==> config.mk <==
export PLATFORM = sky130hd
export DESIGN_NAME = arb2_mux_stage
export DESIGN_NICKNAME = d
export VERILOG_FILES = /design/src/rtl/arb2_mux_stage.sv
export SDC_FILE = /design/constraint.sdc
export NUM_CORES = 1
export LEC_CHECK = 0
export CAP_MARGIN = 20
export CORE_UTILIZATION = 34
export DETAILED_ROUTE_END_ITERATION = 7
export MAX_ROUTING_LAYER = met4
export PLACE_DENSITY = 0.74
export SKIP_LAST_GASP = 1
export SLEW_MARGIN = 10
export SYNTH_ARGS = -nofsm -noshare
export SYNTH_HDL_FRONTEND = slang
export SYNTH_SLANG_ARGS = --single-unit
==> constraint.sdc <==
create_clock -name clk -period 1.2 [get_ports clk]
set_input_delay 0.24 -clock clk [delete_from_list [all_inputs] [get_ports clk]]
set_output_delay 0.24 -clock clk [all_outputs]
set_load 0.005 [all_outputs]
==> src/rtl/arb2_mux_stage.sv <==
// arb2_mux_stage: two-source round-robin arbiter feeding a single-entry
// valid/ready output register. y_sel records which source supplied y_data
// (0 = A, 1 = B) so downstream bus logic can use it directly as a mux select.
module arb2_mux_stage #(
  parameter int unsigned N = 8
) (
  input  logic         clk,
  input  logic         rst,
  input  logic         a_valid,
  input  logic [N-1:0] a_data,
  output logic         a_ready,
  input  logic         b_valid,
  input  logic [N-1:0] b_data,
  output logic         b_ready,
  output logic         y_valid,
  output logic [N-1:0] y_data,
  output logic         y_sel,
  input  logic         y_ready
);

  typedef enum logic {
    SRC_A = 1'b0,
    SRC_B = 1'b1
  } src_t;

  src_t last_grant;
  logic accept;
  logic grant_a;
  logic grant_b;

  // Grant decision: only when the output slot is empty or draining this cycle;
  // on contention the source that did not win last time goes next.
  always_comb begin
    accept  = !y_valid || y_ready;
    grant_a = 1'b0;
    grant_b = 1'b0;
    if (accept) begin
      if (a_valid && b_valid) begin
        if (last_grant == SRC_A) begin
          grant_b = 1'b1;
        end else begin
          grant_a = 1'b1;
        end
      end else if (a_valid) begin
        grant_a = 1'b1;
      end else if (b_valid) begin
        grant_b = 1'b1;
      end
    end
  end

  assign a_ready = grant_a;
  assign b_ready = grant_b;

  // Output register and priority state; last_grant starts at B so A wins the
  // first contention, and it only moves on an actual transfer.
  always_ff @(posedge clk or posedge rst) begin
    if (rst) begin
      y_valid    <= 1'b0;
      y_data     <= '0;
      y_sel      <= 1'b0;
      last_grant <= SRC_B;
    end else if (accept) begin
      if (grant_a || grant_b) begin
        y_valid    <= 1'b1;
        y_data     <= grant_b ? b_data : a_data;
        y_sel      <= grant_b;
        last_grant <= grant_b ? SRC_B : SRC_A;
      end else begin
        y_valid <= 1'b0;
      end
    end
  end

endmodule

* Word-level counts from Yosys, hierarchy flattened
Index checks and enable logic that the tools add are counted.
** Storage, ports and cells
- Register bits after elaboration :: 11
- Bits of input ports :: 21
- Output and inout bits :: 12
- Logic and storage cells :: 21
** Cells by class
- Mux-type cells :: 12
- Reductions and logical operators :: 5
** Operator list (count)
- $mux W1 :: 11
- $mux W8 :: 1
- $logic_or A1 B1 Y1 :: 2
- $reduce_and A2 Y1 :: 1
- $logic_and A1 B1 Y1 :: 1
- $logic_not A1 Y1 :: 1

* Longest topological paths before layout
Gate-level depths: netlist (run 1).
- Word-level depth :: 6
- Mapped depth :: 4
- Depth with buffers taken out :: 3

* Worst setup path after synthesis (run 1)
Ideal clock, no wire load.
- Path kind :: register -> register
- Start :: register last_grant
- End :: register y_data[0]
- Library setup time :: 0.101 ns
- Arrival time :: 1.143 ns
- Setup slack :: -0.044 ns
- Cell stages (with the launch flop) :: 5
- Path buffers :: 1
- Clock period less this slack :: 1.244 ns
- Cell sequence :: dfstp_2 a21boi_4 and2_4 buf_6 o311ai_2
** On the way
- Cells in the longest elaborated chain, start to end :: 5
- Elaborated cells between the ends (all ways) :: 9
- Classes of those cells :: 7 x mux; 2 x reduce/logical
** Ends and longest elaborated chain
- start, declared :: line 26 : src_t last_grant;
- start signal, assigned :: line 68 : last_grant <= grant_b ? SRC_B : SRC_A;
- $mux W1 (*) :: line 39 : if (last_grant == SRC_A) begin
- $mux W1 (*) :: line 38 : if (a_valid && b_valid) begin
- $mux W1 (*) :: line 37 : if (accept) begin
- named net b_ready :: line 14 : output logic b_ready,
- $logic_or A1 B1 Y1 :: line 64 : if (grant_a || grant_b) begin
- $reduce_and A2 Y1 (no source line)
- end signal, assigned :: line 66 : y_data <= grant_b ? b_data : a_data;
- end, declared :: line 16 : output logic [N-1:0] y_data,
Mark *: on every way through the listed nets, which the timed path passes. The rest lies on a longest branch.
A chain may end at the register's enable or synchronous reset.

* Final worst setup path (run 1)
- Start :: input port y_ready
- End :: output port b_ready
** On the way
- Cells in the longest elaborated chain, start to end :: 2
** Ends and longest elaborated chain
- start, declared :: line 18 : input logic y_ready
- $logic_or A1 B1 Y1 :: line 34 : accept = !y_valid || y_ready;
- $mux W1 :: line 37
- end, declared :: line 14
No other way between the ends.

==> reports/metrics.cfg, run 1 <==
[sta]
worst_pin_slew_ns = 0.444
maxSlewHeadroom_pct = 70.4
period_needed_ns = 1.40
worst_slack_ns = -0.201
fin_crit_sh_pct = 117
clock-skew-final_ns = 0.00670
fmax_mhz = 714
hold_viol = 0
setup_viol = 12
finalMaxSlewViolations = 0
rsz0062_at_grt = true

[global_route]
grt_pass1_vias = 603
gr-total-overflow = 0
grt_first_pass_wirelength_um = 2700
antenna_found_initial = 0
track_usage_pct = 19.8
grt_max_degree = 12

[placed_design]
gp_congestion = 0.706
port_buffers = 32
place_hpwl_um = 1230
dp_cells = 122

[synth]
syn_area_sq_um = 619
seq_area_frac_synth_pct = 44.6
synth_nets = 80
ys_seq_elements = 11
ys.warnings.count = 0
synth.distinct_cells = 18
synth_cells = 59
synth.avg_cell_area_sq_um = 10.5

[drt]
firstDrtPassIters = 1
vias = 640
drc = 0
antenna_left = 0
drt_iter0_drc = 0
wl_per_cell_um = 14.9
vias_per_cell = 4.89
drt-total-wl_um = 1960

[critical_path]
crit_type = in2out
crit_required_ns = 0.96
worst_ep_arrival_time_ns = 1.16
crit-reg2reg-capture = y_data[4]
end_kind = output port
worstPathMaxFanout = 3
crit_path_start_kind = input pin
reg2reg_from = last_grant
reg2reg_slack_ns = -0.19
r2r_cells = 5

[clock_tree]
clkSinkCount = 11
cts-root-buf = clkbuf_4
cts_tree = done
h-tree-depth = 1
clk_pin_slew_ns = 0.08
clk_latency_ns = 0.27
cts_buffers = 3
clock_path_buffers = 2

[finish]
n_fill_cell = 136
fin_util_pct = 69.7
fin_cells = 131
drive_gt1_share_pct = 33.0
final_common_cell = clkdlybuf4s50_1
diodes = 0
finalNetCount = 128
layout_common_cells = clkdlybuf4s50_1, dlygate4sd2_1, inv_1, buf_4, dfrtp_1
syn_to_final_growth_pct = 92.3

[status]
status = finished with violations
violations = negative setup slack

[die]
std_cell_rows = 15
die_y_um = 44.7
ios = 33
initial_utilization_pct = 36.3
dieWidth_um = 44.7
core_sq_um = 1710
dieArea_sq_um = 2000

[power]
peakVddDrop_mv = 0.809
powerDensity_nw_per_um2 = 1000
leakage_uw = 0.000539

[worst_hold_path]
hp-class = in2async

[run]
maxCapViolations = 0

[worst max path at each step]
stage	slack, ns	endpoint	cells after the start	start
6_report	-0.20	b_ready	4	y_ready
5_1_grt	-0.23	a_ready	3	last_grant
4_1_cts	-0.19	b_ready	3	last_grant
3_5_place_dp	-0.59	a_ready	6	b_valid
3_3_place_gp	-0.57	b_ready	4	a_valid
2_1_floorplan	-0.02	y_data[0]	4	last_grant
[critical path: stages]
cell and delay (ns):
clkdlybuf4s50_1 0.51, nand2b_4 0.16, and2_4 0.16, buf_6 0.09
[flip-flops by register name, summed over array words and instances, names as in the netlist]
| register | cells |
|---|---|
| y_data | 8 |
| y_valid | 1 |
| last_grant | 1 |
| y_sel | 1 |
[power by group]
part	leakage [uW]	switching [uW]	total, uW	internal (uW)
registers	0.000127	32.6	464	432
clock network	0.0000177	140	263	123
logic	0.000394	194	468	274
total	0.000539	367	1200	829
[what timing repair did]
item                                    CTS  global route
setup buffers                             2             3
hold buffers                              0             0
resized for setup                        25            15
gates cloned                              0             1
endpoints found under the hold margin     0             0
pin swaps                                 2             7
endpoints found under the setup margin   22            14
[stage by stage]
step / setup WS [ns] / power (uW) / setup TNS, ns / hold WS [ns] / instance area [sq um]
2_1_floorplan: -0.0177 / 629 / -0.124 / 0.0917 / 623
3_3_place_gp: -0.571 / 857 / -5.06 / 0.471 / 1020
3_5_place_dp: -0.589 / 865 / -5.26 / 0.471 / 1020
4_1_cts: -0.193 / 1110 / -1.15 / 0.272 / 1050
5_1_grt: -0.228 / 1250 / -2.22 / 0.306 / 1190
6_report: -0.201 / 1200 / -1.85 / 0.266 / 1190
[Yosys cell counts, drive strengths merged]
cell type	n	area, sq um
nand2b	1	6.26
clkbuf	1	3.75
dfstp	1	26.3
a21o	2	15.0
and2	1	8.76
nor2	2	7.51
nor2b	1	6.26
a21boi	1	18.8
buf	2	18.8
o21ai	10	53.8
nand3	8	40.0
dfrtp	10	250
nand2	1	3.75
o311ai	8	123
inv	10	37.5
[area by class of cell]
| class | count | area (sq um) | area share, % |
|---|---|---|---|
| inverters | 10 | 37.5 | 3.15 |
| multi-input cells | 35 | 373 | 31.3 |
| clock buffers | 3 | 22.5 | 1.89 |
| flip-flops and latches | 11 | 277 | 23.2 |
| well taps | 25 | 31.3 | 2.63 |
| clock inverters | 1 | 5.00 | 0.420 |
| repair buffers | 46 | 445 | 37.4 |
[per-layer routing]
| metal | routed length (um) | GRT usage (%) |
|---|---|---|
| met1 | 789 | 25.0 |
| met2 | 1090 | 31.5 |
| met3 | 76 | 4.90 |
| met4 | 0 | 5.45 |
| met5 | 0 | - |
[kinds of logic after synthesis]
logic type             after synthesis  share of synthesized area, %
AOI/OAI and AO/OA                   21                          33.9
buffers and inverters               13                          9.70
DFF                                 11                          44.6
and+or+nand+nor                     14                          11.7
(Power assumes the default switching activity.)
==> inputs of run 2 (changes only) <==
--- a/config.mk
+++ b/config.mk
@@ -7,6 +7,7 @@
 export LEC_CHECK = 0
 export CAP_MARGIN = 20
 export CORE_UTILIZATION = 34
+export CTS_CLUSTER_SIZE = 20
 export DETAILED_ROUTE_END_ITERATION = 7
 export MAX_ROUTING_LAYER = met4
 export PLACE_DENSITY = 0.74
==> results of run 2 <==
The final DEF is identical to that of run 1; final timing and power are the same.
==> inputs of run 3 (changes only) <==
--- a/config.mk
+++ b/config.mk
@@ -9,10 +9,12 @@
 export CORE_UTILIZATION = 34
 export CTS_CLUSTER_SIZE = 20
 export DETAILED_ROUTE_END_ITERATION = 7
+export GPL_TIMING_DRIVEN = 0
 export MAX_ROUTING_LAYER = met4
-export PLACE_DENSITY = 0.74
+export PLACE_DENSITY = 0.86
 export SKIP_LAST_GASP = 1
 export SLEW_MARGIN = 10
 export SYNTH_ARGS = -nofsm -noshare
 export SYNTH_HDL_FRONTEND = slang
 export SYNTH_SLANG_ARGS = --single-unit
+export TNS_END_PERCENT = 10
==> run 3 against run 2 <==
  * The run still ends with negative setup slack left
  * Hold slack lost 0.026 ns
  * Clock power shrank 3%
  * Clock-buffer cell count is the same
  * Combinational power shrank 18%
  * Utilization shrank 10 points
  * First-iteration DRC count grew 4
  * Total power shrank 8.0%
  * Worst setup slack lost 0.11 ns
  * Clock skew grew 0.0034 ns
  * Register-to-register slack lost 0.03 ns
==> reports/metrics.cfg, run 3 (synthesis gave the netlist of run 1 again) <==
[sta]
clock-skew-final_ns = 0.0101  ; +0.00341 ns
fmax_mhz = 661  ; -7.3%
rsz0062_at_grt = true
hold_viol = 0  ; unchanged
finalSetupTns_ns = -3.91  ; -2.06 ns
finalMaxSlewViolations = 0  ; unchanged
worst_pin_slew_ns = 0.612  ; +0.169 ns
worst_slack_ns = -0.312  ; -0.111 ns
period_needed_ns = 1.51  ; +0.111 ns
setup_viol = 22  ; +10
fin_crit_sh_pct = 126  ; +9.2 points
maxSlewHeadroom_pct = 59.2  ; -11 points

[global_route]
grt_pass1_vias = 561  ; -7.0%
met1_usage_pct = 20.6  ; -4.4 points
grt_first_pass_wirelength_um = 2360  ; -13%
grt-busiest-layer = met2
antenna_found_initial = 0  ; unchanged
track_usage_pct = 17.2  ; -2.6 points
gr-total-overflow = 0  ; unchanged
use_met3_pct = 5.31  ; +0.41 points
met2_usage_pct = 27.6  ; -3.8 points
grt_max_degree = 12  ; unchanged

[clock_tree]
cts_buffers = 3  ; unchanged
holdBufCountCts = 0  ; unchanged
clk_pin_slew_ns = 0.08  ; about the same
clock_path_buffers = 2  ; unchanged
clkSinkCount = 11  ; unchanged
cts-root-buf = clkbuf_4
cts_tree = done
clk_latency_ns = 0.28  ; about the same
h-tree-depth = 1  ; unchanged

[critical_path]
crit_required_ns = 0.96  ; about the same
reg2reg_slack_ns = -0.22  ; -0.03 ns
crit_path_start_kind = flip-flop
worst_ep_arrival_time_ns = 1.27  ; +0.11 ns
end_kind = output port
worstPathMaxFanout = 2  ; -1
crit_type = reg2out

[finish]
top_register = y_data
layout_common_cells = clkdlybuf4s50_1, inv_1, dfrtp_1
drive_gt1_share_pct = 24.5  ; -8.5 points
syn_to_final_growth_pct = 64.4
fin_cells = 123  ; -6.1%
diodes = 0  ; unchanged
largest_register_ffs = 8  ; unchanged
design_area_sq_um = 1020  ; -14%
finalNetCount = 120  ; -6.3%
final_common_cell = clkdlybuf4s50_1

[drt]
antenna_left = 0  ; unchanged
wl_per_cell_um = 12.4  ; -17%
drc = 0  ; unchanged
firstDrtPassIters = 2  ; +1
drt_iter0_drc = 4  ; +4
drt-total-wl_um = 1520  ; -22%
vias = 590  ; -7.8%
vias_per_cell = 4.80  ; -1.8%

[status]
status = finished with violations
violations = negative setup slack

[run]
maxCapViolations = 0  ; unchanged

[die]
core_sq_um = 1710  ; unchanged
dieWidth_um = 44.7  ; unchanged
ios = 33  ; unchanged
dieArea_sq_um = 2000  ; unchanged
std_cell_rows = 15  ; unchanged
initial_utilization_pct = 36.3  ; unchanged
die_y_um = 44.7  ; unchanged

[placed_design]
port_buffers = 32  ; unchanged
place_ws_ns = -1.02  ; -0.435 ns
gp_congestion = 0.752  ; +6.5%
place_hpwl_um = 1090  ; -11%
dp_cells = 116  ; -4.9%
place_area_sq_um = 975  ; -4.1%

[worst_hold_path]
hp-class = in2async

[power]
leakage_uw = 0.000447  ; -17%
peakVddDrop_mv = 0.631  ; -22%
powerDensity_nw_per_um2 = 1080  ; +7.7%

run 3: timing repair:
| action | 4_1_cts | 5_1_grt |
|---|---|---|
| hold endpoints to repair | 0 | 0 |
| pin swaps | 2 | 2 |
| gates resized for setup | 11 | 0 |
| endpoints found under the setup margin | 22 | 22 |
| setup buffers | 3 | 1 |
run 3: per-layer routing:
layer	vias up	share of wire, %
li1	287	-
met1	280	42
met2	21	50
met3	2	6.8
met4	0	1.2
met5	-	0
run 3: report_power, final:
part	switching, uW	leakage, uW	total (uW)	internal [uW]
Clock	132	0.0000177	256	124
Sequential	30.3	0.000127	462	432
Combinational	142	0.000301	383	240
run 3: cell type report:
class	count	area, sq um
Sequential cell	11	277
Tap cell	25	31.3
Inverter	10	37.5
Timing Repair Buffer	36	338
Buffer	2	22.5
Multi-Input combinational cell	35	285
Fill cell	149	689
Clock buffer	3	22.5
Clock inverter	1	5.00
run 3: final timing paths:
check,from,end,cells after the start
min in group clk,y_sel,y_sel,1
max in group asynchronous,rst,last_grant,2
setup reg to reg,last_grant,y_data[2],5
setup / recovery,last_grant,b_ready,4
hold reg to reg,y_sel,y_sel,1
hold / removal,rst,y_data[1],2
run 3: critical path, stage by stage, from the launching register on:
cell      delay [ns]
dfstp_2         0.56
a21boi_4        0.06
and2_4          0.15
buf_8           0.11
buf_2           0.11
run 3: stage by stage:
step                      power [uW]  util, %  hold WS [ns]
final                           1100     59.6         0.240
after global routing            1170     59.6         0.298
after CTS                       1110     59.2         0.255
after detailed placement         842     57.1         0.468
after global placement           831     57.1         0.470
after floorplan                  629        -        0.0917
==> RTL edit 1: new RTL, settings of run 3 <==
Change the parameter `N` from 8 to 7.
--- a/src/rtl/arb2_mux_stage.sv
+++ b/src/rtl/arb2_mux_stage.sv
@@ -2,7 +2,7 @@
 // valid/ready output register. y_sel records which source supplied y_data
 // (0 = A, 1 = B) so downstream bus logic can use it directly as a mux select.
 module arb2_mux_stage #(
-  parameter int unsigned N = 8
+  parameter int unsigned N = 7
 ) (
   input  logic         clk,
   input  logic         rst,
Ports: changed (resized a_data, b_data and y_data); port bits go from 33 to 30. No check against the original RTL was run, so the function may have changed too.
==> RTL edit 1 against run 3 <==
  * Worst setup slack improved by 130 ps
  * Largest power group unchanged
  * Power decreased by 8.4%
  * Clock skew decreased by 3.7 ps
  * Largest cell class unchanged
  * The flow still finishes with violations (negative setup slack)
  * Final area decreased by 8.4%
  * Sequential cell count decreased by 1
  * Die area decreased by 6.8%
  * Synthesized area decreased by 7.1%
  * Core utilization increased by 0.92 points
  * Critical endpoint unchanged
  * Wire length increased by 4.8%
==> RTL edit 1: results (changes against run 3) <==
.. list-table::
   :header-rows: 1

   * - Metric
     - Value
   * - Run status
     - finished with violations
   * - Violations in the final reports
     - negative setup slack
   * - Port Buffers
     - 29 (-9.4%)
   * - Global Route met2 Usage
     - 0.296 (+0.0191)
   * - Part of the Yosys area used for sequential elements
     - 0.437 (-0.00951)
   * - Yosys cell types
     - 16 (-2)
   * - Filler instances
     - 129 (-13%)
   * - Fraction of final layout cells with drive strength greater than 1
     - 0.258 (+0.0135)
   * - Routed WL per cell
     - 15.2 um (+23%)
   * - Drt via density
     - 5.33 (+11%)
   * - Slew margin rel.
     - 0.617 (+0.0257)
   * - Sum of net half-perimeters after detailed placement
     - 1070 um (-1.8%)
   * - Met3 GRT Util
     - 0.0468 (-0.00625)
   * - Via count of the first global-routing pass
     - 525 (-6.4%)
   * - Net switching component of the power
     - 0.000270 W (-12%)
   * - Synthesized net count
     - 72 (-10%)
   * - Placer congestion estimate
     - 0.803 (+6.8%)
   * - Flip-flop count of the largest register, all copies and words added
     - 7 (-1)
   * - Arrival time of the worst setup path
     - 1140 ps (-130 ps)
   * - CP max FO
     - 3 (+1)
   * - Largest net degree at the start of global routing
     - 11 (-1)
   * - GRT Resource Usage Total
     - 0.194 (+0.0212)
   * - Skew final
     - 6.36 ps (-3.75 ps)
   * - Smallest setup slack after layout
     - -179 ps (+133 ps)
   * - Mapped Avg Cell Area
     - 10.9 um^2 (+3.4%)
   * - First-pass iteration count of the detailed router
     - 4 (+2)
   * - Worst setup slack before clock tree synthesis
     - -999 ps (+25.0 ps)
   * - Top post-synthesis cells by area
     - dfrtp_1, o311ai_2, o21ai_0, nand3_1, inv_1
   * - Area fraction in compound gates after synthesis
     - 0.341 (+0.00191)
   * - Leak Pwr
     - 0.418 nW (-6.3%)
   * - Most instantiated cells after synthesis
     - dfrtp_1, inv_1, o21ai_0
   * - Count of endpoints failing setup in the final report
     - 19 (-14%)
   * - Total instance count after detailed placement
     - 98 (-16%)
   * - Layout Cells excl Fill
     - 105 (-15%)
   * - Met1 Use GR
     - 0.239 (+0.0333)
   * - Worst supply voltage drop on vdd
     - 521 uV (-17%)
   * - Clock-pin transition on the worst setup and hold timing paths
     - 60 ps (-20 ps)
   * - Wire length of the first global-routing pass
     - 2570 um (+9.1%)
[RTL edit 1: changes by cell type after synthesis, sizes merged]
cell    delta
o311ai     -1
o21ai      -1
nand3      -1
dfrtp      -1
clkbuf     -1
inv        -1
[RTL edit 1: final cells by class]
class,instances,area share
timing repair buffer,33,0.334
sequential,10,0.269
multi-input combinational,32,0.299
tap,16,0.0214
buffer,1,0.0121
clock buffer,4,0.0282
inverter,9,0.0362
[RTL edit 1: layer usage]
layer,part of all wire,wire length (um)
met1,0.41,661
met2,0.50,804
met3,0.074,118
met4,0.0063,10
met5,0,0
[RTL edit 1: worst paths after layout]
check	start	to	slack, ps	cells after the start
min in group clk	y_sel	y_sel	490	1
worst max register to register	y_valid	y_data[0]	-140	5
worst max-delay path	last_grant	b_ready	-180	3
worst min-delay path	rst	y_data[1]	260	2
worst min register to register	y_sel	y_sel	490	1
max in group asynchronous	rst	last_grant	630	2
[RTL edit 1: what timing repair did]
| action | 4_1_cts | 5_1_grt |
|---|---|---|
| hold buffers | 0 | 0 |
| pin swaps | 4 | 0 |
| buffers inserted | 4 | 0 |
| resized for setup | 17 | 0 |
| endpoints found under the setup margin | 20 | 20 |
[RTL edit 1: logic make-up (layout without fill, tap and decap cells)]
kind of cell | after synthesis | after routing
AOI/OAI and AO/OA | 19 | 19
and+or+nand+nor | 13 | 13
buffers and inverters | 11 | 47
DFF | 10 | 10
[RTL edit 1: power groups by stage]
stage	clock, W	combinational, W	sequential [W]
finish	0.000230	0.000355	0.000423
global route	0.000258	0.000383	0.000428
detailed placement	0	0.000348	0.000426
global placement	0	0.000338	0.000425
CTS	0.000241	0.000356	0.000422
floorplan	0	0.000148	0.000430
[RTL edit 1: worst max-delay path, delay by kind of cell (launching register included)]
kind / cells / cell delay, ps
buffers and inverters: 1 / 110
DFF: 1 / 570
and+or+nand+nor: 1 / 150
AOI/OAI and AO/OA: 1 / 70
[RTL edit 1: per-stage QoR]
stage / setup TNS [ps] / power, W / util
after floorplan: 0 / 0.000578 / -
after CTS: -2550 / 0.00102 / 0.606
final: -2470 / 0.00101 / 0.606
after global routing: -3500 / 0.00107 / 0.606
after detailed placement: -6160 / 0.000774 / 0.575
after global placement: -5700 / 0.000763 / 0.575
==> RTL edit 2: new RTL, flow settings as in run 3 <==
Made on the original files. Make the reset (`rst`) synchronous in one clocked block.
--- a/src/rtl/arb2_mux_stage.sv
+++ b/src/rtl/arb2_mux_stage.sv
@@ -54,7 +54,7 @@
 
   // Output register and priority state; last_grant starts at B so A wins the
   // first contention, and it only moves on an actual transfer.
-  always_ff @(posedge clk or posedge rst) begin
+  always_ff @(posedge clk) begin
     if (rst) begin
       y_valid    <= 1'b0;
       y_data     <= '0;
Check against the original RTL: differs if rst is asserted again (counterexample within 4 cycles, from zero or initial values and one cycle with rst high); with rst held inactive, the same outputs for 10 cycles.
==> RTL edit 2 against run 3 <==
  * The flow finishes with violations (design-rule violations, negative setup slack)
  * Synthesized area down 4.6%
  * Via count up 26%
  * First-iteration DRC count rose to 4.0 times the old value
  * Non-clock buffer count up 8
  * Core utilization up 5.5 points
  * Sequential cell count unchanged
  * Die area down 4.4%
  * Final area down 0.25%
  * Wire length up 29%
  * Worst setup slack better by 78 ps
  * Power down 11%
  * Register-to-register slack better by 20 ps
  * Critical path depth up 1
  * Sequential share of layout area down 5.4 points
  * Largest cell class unchanged
  * Highest routed layer unchanged
==> RTL edit 2: results (changes against run 3) <==
.. list-table::
   :header-rows: 1

   * - Metric
     - Value
   * - Tightest Hold Check Type
     - register to register
   * - Post-route met1 wirelength
     - 850 um (+32%)
   * - Sum of net half-perimeters after detailed placement
     - 1330 um (+22%)
   * - Worst supply voltage drop on vdd
     - 608 uV (-3.6%)
   * - Fraction of final layout cells with drive strength greater than 1
     - 0.220 (-0.0247)
   * - Hold_ws
     - 486 ps (+246 ps)
   * - Critical R2R Capture
     - y_data[3]
   * - Count of endpoints failing setup in the final report
     - 22 (unchanged)
   * - Violations in the final reports
     - design-rule violations, negative setup slack
   * - Slew margin rel.
     - 0.680 (+0.0880)
   * - Total instance count after detailed placement
     - 115 (-0.86%)
   * - Total detailed-routing wirelength
     - 1960 um (+29%)
   * - Routed wl met2
     - 980 um (+30%)
   * - Skew-Pair Late Insertion Delay
     - 260 ps (-20 ps)
   * - Async set-or-reset flop fraction in the synthesized netlist
     - 0 (-1.00)
   * - Wire length of the first global-routing pass
     - 3000 um (+27%)
   * - Filler instances
     - 119 (-20%)
   * - Via count of the first global-routing pass
     - 711 (+27%)
   * - Most instantiated cells after synthesis
     - a21oi_1, dfxtp_1, a2111oi_0, nor4_1, nor4b_1
   * - Smallest setup slack after layout
     - -234 ps (+77.9 ps)
   * - GRT Resource Usage Total
     - 0.215 (+0.0428)
   * - Mapped Avg Cell Area
     - 8.81 um^2 (-16%)
   * - Met3 Routed Length
     - 113 um (+9.7%)
   * - Yosys cell types
     - 21 (+3)
   * - Skew final
     - 1.49 ps (-8.62 ps)
   * - Initial detailed-routing violation count
     - 16 (+12)
   * - Drt via density
     - 5.94 (+24%)
   * - Largest net degree at the start of global routing
     - 11 (-1)
   * - Layout Cells excl Fill
     - 125 (+1.6%)
   * - Synthesized net count
     - 88 (+10%)
   * - CP max FO
     - 3 (+1)
   * - Slowest library cell on the worst path
     - dfxtp_2
   * - Slowest Stage Delay on Critical Path
     - 320 ps (-240 ps)
   * - Worst setup slack before clock tree synthesis
     - -890 ps (+134 ps)
   * - First-pass iteration count of the detailed router
     - 6 (+4)
   * - Startpoint of the worst register-to-register path
     - y_valid
   * - Leak Pwr
     - 0.384 nW (-14%)
   * - Top post-synthesis cells by area
     - dfxtp_1, a2111oi_0, nor4b_1, a21oi_1, nor4_1
   * - Depth of the most critical reg-to-reg path
     - 6 (+1)
   * - Critical path's top delay family
     - flip-flops
   * - Arrival time of the worst setup path
     - 1190 ps (-80 ps)
   * - Commonest register cell after synthesis
     - dfxtp_1
   * - Run status
     - finished with violations
   * - Detailed-route DRC error count
     - 3 (+3)
-- RTL edit 2: worst max path at each step --
stage | slack (ps) | to | start | cells past startpoint
detailed placement | -890 | b_ready | b_valid | 6
floorplan | 30 | y_data[5] | y_valid | 5
global route | -290 | b_ready | y_valid | 5
global placement | -860 | b_ready | b_valid | 6
finish | -230 | b_ready | y_valid | 5
CTS | -220 | b_ready | y_valid | 5
-- RTL edit 2: through the flow --
step / power, W / utilization / area [um^2] / setup TNS (ps)
6_report: 0.000983 / 0.652 / 1020 / -3270
3_3_place_gp: 0.000705 / 0.597 / 931 / -5820
4_1_cts: 0.000977 / 0.643 / 1000 / -3210
3_5_place_dp: 0.000712 / 0.597 / 931 / -6280
5_1_grt: 0.00104 / 0.652 / 1020 / -4410
2_1_floorplan: 0.000544 / - / 591 / 0
-- RTL edit 2: layout make-up --
cell class | count | area (um^2) | area share
tap | 16 | 20.0 | 0.0197
sequential | 11 | 221 | 0.218
clock buffer | 4 | 26.3 | 0.0259
multi-input combinational | 46 | 324 | 0.319
timing repair buffer | 38 | 352 | 0.346
inverter | 2 | 7.51 | 0.00739
buffer | 8 | 65.1 | 0.0640
-- RTL edit 2: cells by family after synthesis --
family | count (synthesis) | synth area share
buf+inv | 10 | 0.0974
flops | 11 | 0.373
simple gates | 24 | 0.284
compound gates | 22 | 0.246
-- RTL edit 2: repair_timing --
action                     CTS  global route
setup buffers                5             1
setup endpoints to repair   22            21
pin swaps                    1             0
hold buffers                 0             0
resized for setup           18             2
-- RTL edit 2: power breakdown --
group / switching [W] / internal [W]
registers: 0.0000182 / 0.000400
logic: 0.000125 / 0.000186
clock network: 0.000125 / 0.000128
-- RTL edit 2: per-layer routing --
metal,vias to the layer above,GRT usage
met2,31,0.334
met1,358,0.269
met4,0,0.0813
li1,349,-
met5,-,-
met3,4,0.0500
